`src/rtl/bit_count_scheduler.sv`:
```
// Round-robin scheduler sharing one shift/accumulate popcount engine among N_REQ requesters.
// Latency: done_vec rises (highest set bit index + 2) cycles after ack; requests are not sampled while busy.
module bit_count_scheduler #(
    parameter int N_REQ = 4,
    parameter int WIDTH = 8
) (
    input  logic                       clk,
    input  logic                       reset,
    input  logic [N_REQ-1:0]           req,
    input  logic [N_REQ*WIDTH-1:0]     data,
    output logic [N_REQ-1:0]           ack,
    output logic [$clog2(WIDTH+1)-1:0] result,
    output logic [N_REQ-1:0]           done_vec,
    output logic                       busy
);
    localparam int CW = $clog2(WIDTH+1);
    localparam int IW = (N_REQ > 1) ? $clog2(N_REQ) : 1;

    typedef enum logic [1:0] {
        S_IDLE  = 2'd0,
        S_COUNT = 2'd1,
        S_DONE  = 2'd2
    } state_t;

    state_t            state;
    state_t            state_nxt;
    logic [WIDTH-1:0]  a_reg;
    logic [CW-1:0]     cnt;
    logic [IW-1:0]     owner;
    logic [IW-1:0]     ptr;
    logic [IW-1:0]     ptr_nxt;

    logic              grant_vld;
    logic [IW-1:0]     grant_idx;
    logic [IW-1:0]     cand_idx;
    logic [IW:0]       cand;
    logic [N_REQ-1:0]  grant_oh;
    logic [N_REQ-1:0]  owner_oh;
    logic [WIDTH-1:0]  operand [N_REQ];

    genvar gi;
    generate
        for (gi = 0; gi < N_REQ; gi++) begin : g_operand
            assign operand[gi] = data[gi*WIDTH +: WIDTH];
        end
    endgenerate

    // Walk offsets from the far end so the smallest offset from ptr wins.
    always_comb begin
        grant_vld = 1'b0;
        grant_idx = '0;
        cand      = '0;
        cand_idx  = '0;
        for (int k = N_REQ - 1; k >= 0; k--) begin
            cand = {1'b0, ptr} + (IW+1)'(k);
            if (cand >= (IW+1)'(N_REQ)) begin
                cand = cand - (IW+1)'(N_REQ);
            end
            cand_idx = cand[IW-1:0];
            if (req[cand_idx]) begin
                grant_vld = 1'b1;
                grant_idx = cand_idx;
            end
        end
    end

    assign grant_oh = N_REQ'(1) << grant_idx;
    assign owner_oh = N_REQ'(1) << owner;
    assign ptr_nxt  = (grant_idx == IW'(N_REQ - 1)) ? '0 : grant_idx + IW'(1);

    always_ff @(posedge clk) begin
        if (reset) begin
            state <= S_IDLE;
        end else begin
            state <= state_nxt;
        end
    end

    always_comb begin
        state_nxt = state;
        case (state)
            S_IDLE:  if (grant_vld) state_nxt = S_COUNT;
            S_COUNT: if (a_reg == '0) state_nxt = S_DONE;
            S_DONE:  state_nxt = S_IDLE;
            default: state_nxt = S_IDLE;
        endcase
    end

    always_comb begin
        busy = (state != S_IDLE);
    end

    // ack and done_vec default low so each is a single-cycle pulse.
    always_ff @(posedge clk) begin
        if (reset) begin
            a_reg    <= '0;
            cnt      <= '0;
            owner    <= '0;
            ptr      <= '0;
            ack      <= '0;
            result   <= '0;
            done_vec <= '0;
        end else begin
            ack      <= '0;
            done_vec <= '0;
            case (state)
                S_IDLE: begin
                    if (grant_vld) begin
                        a_reg <= operand[grant_idx];
                        cnt   <= '0;
                        owner <= grant_idx;
                        ack   <= grant_oh;
                        ptr   <= ptr_nxt;
                    end
                end
                S_COUNT: begin
                    if (a_reg == '0) begin
                        result   <= cnt;
                        done_vec <= owner_oh;
                    end else begin
                        cnt   <= cnt + CW'(a_reg[0]);
                        a_reg <= a_reg >> 1;
                    end
                end
                default: ;
            endcase
        end
    end
endmodule

```
`config.mk`:
```
export PLATFORM = sky130hd
export DESIGN_NAME = bit_count_scheduler
export DESIGN_NICKNAME = d
export VERILOG_FILES = /design/src/rtl/bit_count_scheduler.sv
export SDC_FILE = /design/constraint.sdc
export NUM_CORES = 1
export LEC_CHECK = 0
export CAP_MARGIN = 5
export CORE_ASPECT_RATIO = 1.5
export CORE_MARGIN = 5
export CORE_UTILIZATION = 48
export DETAILED_ROUTE_END_ITERATION = 7
export PLACE_DENSITY = 0.84
export RECOVER_POWER = 25
export SYNTH_ARGS = -nofsm -noshare
export SYNTH_HDL_FRONTEND = slang
export SYNTH_SLANG_ARGS = --single-unit
```
`constraint.sdc`:
```
create_clock -name clk -period 4.7 [get_ports clk]
set_clock_uncertainty 0.1 [all_clocks]
set_input_delay 0.94 -clock clk [delete_from_list [all_inputs] [get_ports clk]]
set_output_delay 0.94 -clock clk [all_outputs]
set_load 0.05 [all_outputs]
```
# After elaboration in Yosys (flattened, before gate mapping)
# Index checks and enable logic that the tools add are counted.
# W data, S select, Z words.
[totals]
regBits = 30
input_bits = 38
out_inout_bits = 13
[op_classes]
add_sub_neg = 9
magnitude_cmp = 9
n_eq_ne = 5
shifts = 2
mux = 33
n_bitwise = 5
reduce_logical = 10
[ops]
columns = ["operator", "n"]
rows = [
  ["$mux W8", 4],
  ["$mux W2", 11],
  ["$bmux W8 S2", 1],
  ["$pmux W8 S2", 1],
  ["$ge A3 B3 Y1 const B", 4],
  ["$lt A2 B3 Y1 const B", 4],
  ["$bmux W1 S2", 4],
  ["$logic_not A8 Y1", 1],
  ["$mux W1", 8],
  ["$mux W4", 2],
  ["$pmux W4 S2", 1],
  ["$shl A1 B2 Y4 const A", 2],
  ["$sub A2 B1 Y2 const B", 4],
  ["$add A2 B2 Y3 const B", 2],
  ["$ne A2 B2 Y1 const B", 3],
  ["$reduce_and A2 Y1", 3],
  ["$reduce_or A3 Y1", 2],
  ["$add A4 B1 Y4", 1],
  ["$not A1 Y1", 4],
  ["$pmux W2 S2", 1],
  ["$reduce_bool A2 Y1", 2],
  ["$add A2 B1 Y3 const B", 1],
  ["$ge A2 B3 Y1 const B", 1],
  ["$not A2 Y3", 1],
  ["5 further kinds", 5],
]

# Logic depth before layout (Yosys ltp)
[depth]
depth_word = 15
depth_mapped = 7
depth_no_buf = 5

# Least setup slack after synthesis
# Ideal clock, no wire load.
[synth_path]
path_kind = "input -> register"
from = "input port req[1]"
to = "register a_reg[6]"
setup_ns = 0.080
arrival_time_ns = 2.253
slack_ns = 2.267
path_stages = 6
path_buffers = 1
cell_sequence = "or3b_1 o221ai_2 buf_8 mux2_1 a22o_1 a211oi_2"
[synth_via]
elab_chain_len = 12
word_cells_on_any_way = 24
classes_between = "eq/ne (1); mux (21); bitwise (1); reduce/logical (1)"
[synth_lines]
columns = ["element", "line_no", "text"]
rows = [
  ["start, declared", "9", "input logic [N_REQ-1:0] req,"],
  ["$bmux W1 S2", "60", "if (req[cand_idx]) begin"],
  ["$mux W1 (not written as such)", "60", ""],
  ["$mux W2 (4 in a row)", "60", ""],
  ["$not A2 Y3 (not written as such)", "109", "a_reg <= operand[grant_idx];"],
  ["$bmux W8 S2", "109", ""],
  ["$mux W8 (not written as such) (2 in a row)", "109", ""],
  ["$mux W8", "108", "if (grant_vld) begin"],
  ["$pmux W8 S2", "106", "case (state)"],
  ["end signal, assigned", "109", ""],
  ["end signal, assigned", "122", "a_reg <= a_reg >> 1;"],
  ["end, declared", "27", "logic [WIDTH-1:0] a_reg;"],
]
# Several ways; a longest one is shown, not always the timed one. The select of a mux whose other input is x is not followed.
# A chain may end at the register's enable or synchronous reset.

# Worst setup path in the final report
[layout_path]
from = "input port req[0]"
to = "register a_reg[6]"
# Same word-level chain as after synthesis.

==> results.ini <==
[outcome]
status = finished, final reports clean

[clocking]
holdBufCountCts = 0
cts_root_buf = clkbuf_8
cts_made_buffers = 5
clk_path_buf_depth = 2
cts_resized = 0
clk_latency_ns = 0.28
clock_sinks = 30
clkTransAtPathRegs_ns = 0.07
cts-htree-levels = 2
cts_tree = built
postCtsSetupBuffers = 0

[synth]
ys_seq_area_frac = 0.396
syn_area_um2 = 1520
muxShareOfSynthArea = 0.108
synth_top_family_by_area = simple AND/OR/NAND/NOR gates
netlist_instances = 170
synth-simple-area-share = 0.220
ys_ff_latch = 30
async_flop_share = 0
avgSynthCellArea_um2 = 8.93
synth-xor-area-share = 0.0173
synth_compound_area_frac = 0.200
synth_edf_count = 0
yosys.cell_types.count = 41
syn_nets = 210
ys_warn_count = 0
synth_ff_type = dfxtp_1
synthAdderAreaFrac = 0.0165

[worst_hold_path]
hp-class = reg2reg

[placement]
postPlaceCellArea_um2 = 2020
post-place-cells = 253
dp_hpwl_um = 2890
port_buffers = 50
globalplace.congestion = 0.786

[cells_and_area]
design_area_um2 = 2110
final_common_cell = clkdlybuf4s50_1
insertedDiodeCount = 0
fin_cells = 261
largest_register_ffs = 8
layout_common_cells = clkdlybuf4s50_1, dfxtp_1, nor2_1, nand2_1, mux2i_1
nets = 260
area_growth_syn_to_layout_pct = 39.1
drive_gt1_frac = 0.0679

[floorplan]
ios = 51
die_y_um = 78.9
initial_core_util = 0.490
dieWidth_um = 55.9
core_area_um2 = 3100
rows = 25
fp.dieArea_um2 = 4410

[routing]
num_vias = 1459
drt_first_pass_iters = 4
drt_iter0_drc = 43
remaining_drc_errors = 0
via_per_inst = 5.59
ant_nets = 0
routed_wl_um = 3800
wl_per_cell_um = 14.6

[job]
maxCapViolCount = 0

[grt]
first_global_vias = 1453
antenna_found_initial = 0
grt_max_degree = 26
grt-ovfl-total = 0
grt_pass1_wl_um = 6380
grt_usage = 0.179

[sta]
maxSlewHeadroom = 0.297
setup_viol = 0
hold_violations = 0
tightestPinTransition_ns = 1.05
finalCritPeriodShare = 0.687
tns_ns = 0
period_minus_slack_ns = 3.23
rsz0062_at_grt = no
fmax_mhz = 310
slew_viol_final = 0

[critical_path]
criticalPathCategory = in2reg
endpoint_kind = flop
arrival_ns = 3.33
required_ns = 4.80
critPathLaunchType = input port
crit_fanout = 19

[power_and_ir_drop]
powerDensity_nw_per_um2 = 387
ir_worst_vdd_v = 0.000250
static-leakage-power_nw = 0.852

[per-layer routing]
| metal | up-vias | wire, um | GRT usage |
|---|---|---|---|
| li1 | 723 | - | - |
| met1 | 680 | 1430 | 0.178 |
| met2 | 45 | 2080 | 0.344 |
| met3 | 11 | 184 | 0.0472 |
| met4 | 0 | 112 | 0.0784 |
| met5 | - | 0 | 0 |
[worst max-delay path: stages]
cell and delay [ns]:
clkdlybuf4s50_1 0.58, mux2i_1 0.13, o221ai_2 0.83, mux2_1 0.40, a22o_1 0.22, a211oi_2 0.21
[synth_stat cells (all sizes together), types with 3 or more instances]
cell	number	area (um2)
nor4	4	31.3
nor2b	3	18.8
and3	4	25.0
a211oi	3	27.5
dfxtp	30	601
o21ai	9	45.0
clkbuf	3	12.5
a21oi	9	45.0
nor2	21	78.8
mux2i	13	130
a311o	4	40.0
buf	4	40.0
a41oi	4	35.0
nand2	15	56.3
nand3	12	60.1
xor2	3	26.3
mux2	3	33.8
inv	3	11.3
[cells by family after synthesis]
kind of cell	after synthesis
flops	30
xor+xnor	3
buf+inv	10
mux	16
fa+ha+maj	2
simple gates	69
compound gates	40
[worst paths after layout]
check / cells after the start / endpoint / slack (ns) / startpoint
setup / recovery: 6 / a_reg[6]$_SDFFE_PP0P_ / 1.47 / req[0]
hold / removal: 1 / done_vec[1]$_SDFF_PP0_ / 0.37 / owner[1]$_SDFFE_PP0P_
setup reg to reg: 5 / a_reg[6]$_SDFFE_PP0P_ / 2.28 / ptr[1]$_SDFFE_PP0P_
hold reg to reg: 1 / done_vec[1]$_SDFF_PP0_ / 0.37 / owner[1]$_SDFFE_PP0P_
[area by class of cell]
| cell class | count | area (um2) |
|---|---|---|
| fill | 253 | 986 |
| sequential | 30 | 601 |
| multi-input combinational | 130 | 853 |
| clock buffer | 6 | 82.6 |
| inverter | 3 | 11.3 |
| clock inverter | 2 | 12.5 |
| tap | 40 | 50.0 |
| timing repair buffer | 50 | 500 |
[metrics by stage]
| step | util | hold slack [ns] | worst slack (ns) | total power [W] |
|---|---|---|---|---|
| after floorplan | - | 0.334 | 2.27 | 0.000527 |
| after global placement | 0.651 | 0.350 | 1.32 | 0.000594 |
| after detailed placement | 0.651 | 0.350 | 1.19 | 0.000603 |
| after CTS | 0.682 | 0.370 | 1.46 | 0.000820 |
| after global routing | 0.682 | 0.385 | 1.34 | 0.000864 |
| final | 0.682 | 0.369 | 1.47 | 0.000818 |
[power by group]
group / leakage (nW) / total (W) / switching (W) / internal (W)
Sequential: 0.245 / 0.000319 / 0.0000302 / 0.000289
Combinational: 0.560 / 0.000282 / 0.000161 / 0.000121
Clock: 0.0472 / 0.000216 / 0.0000989 / 0.000117
Note: power is estimated with default switching activity, not from simulation.
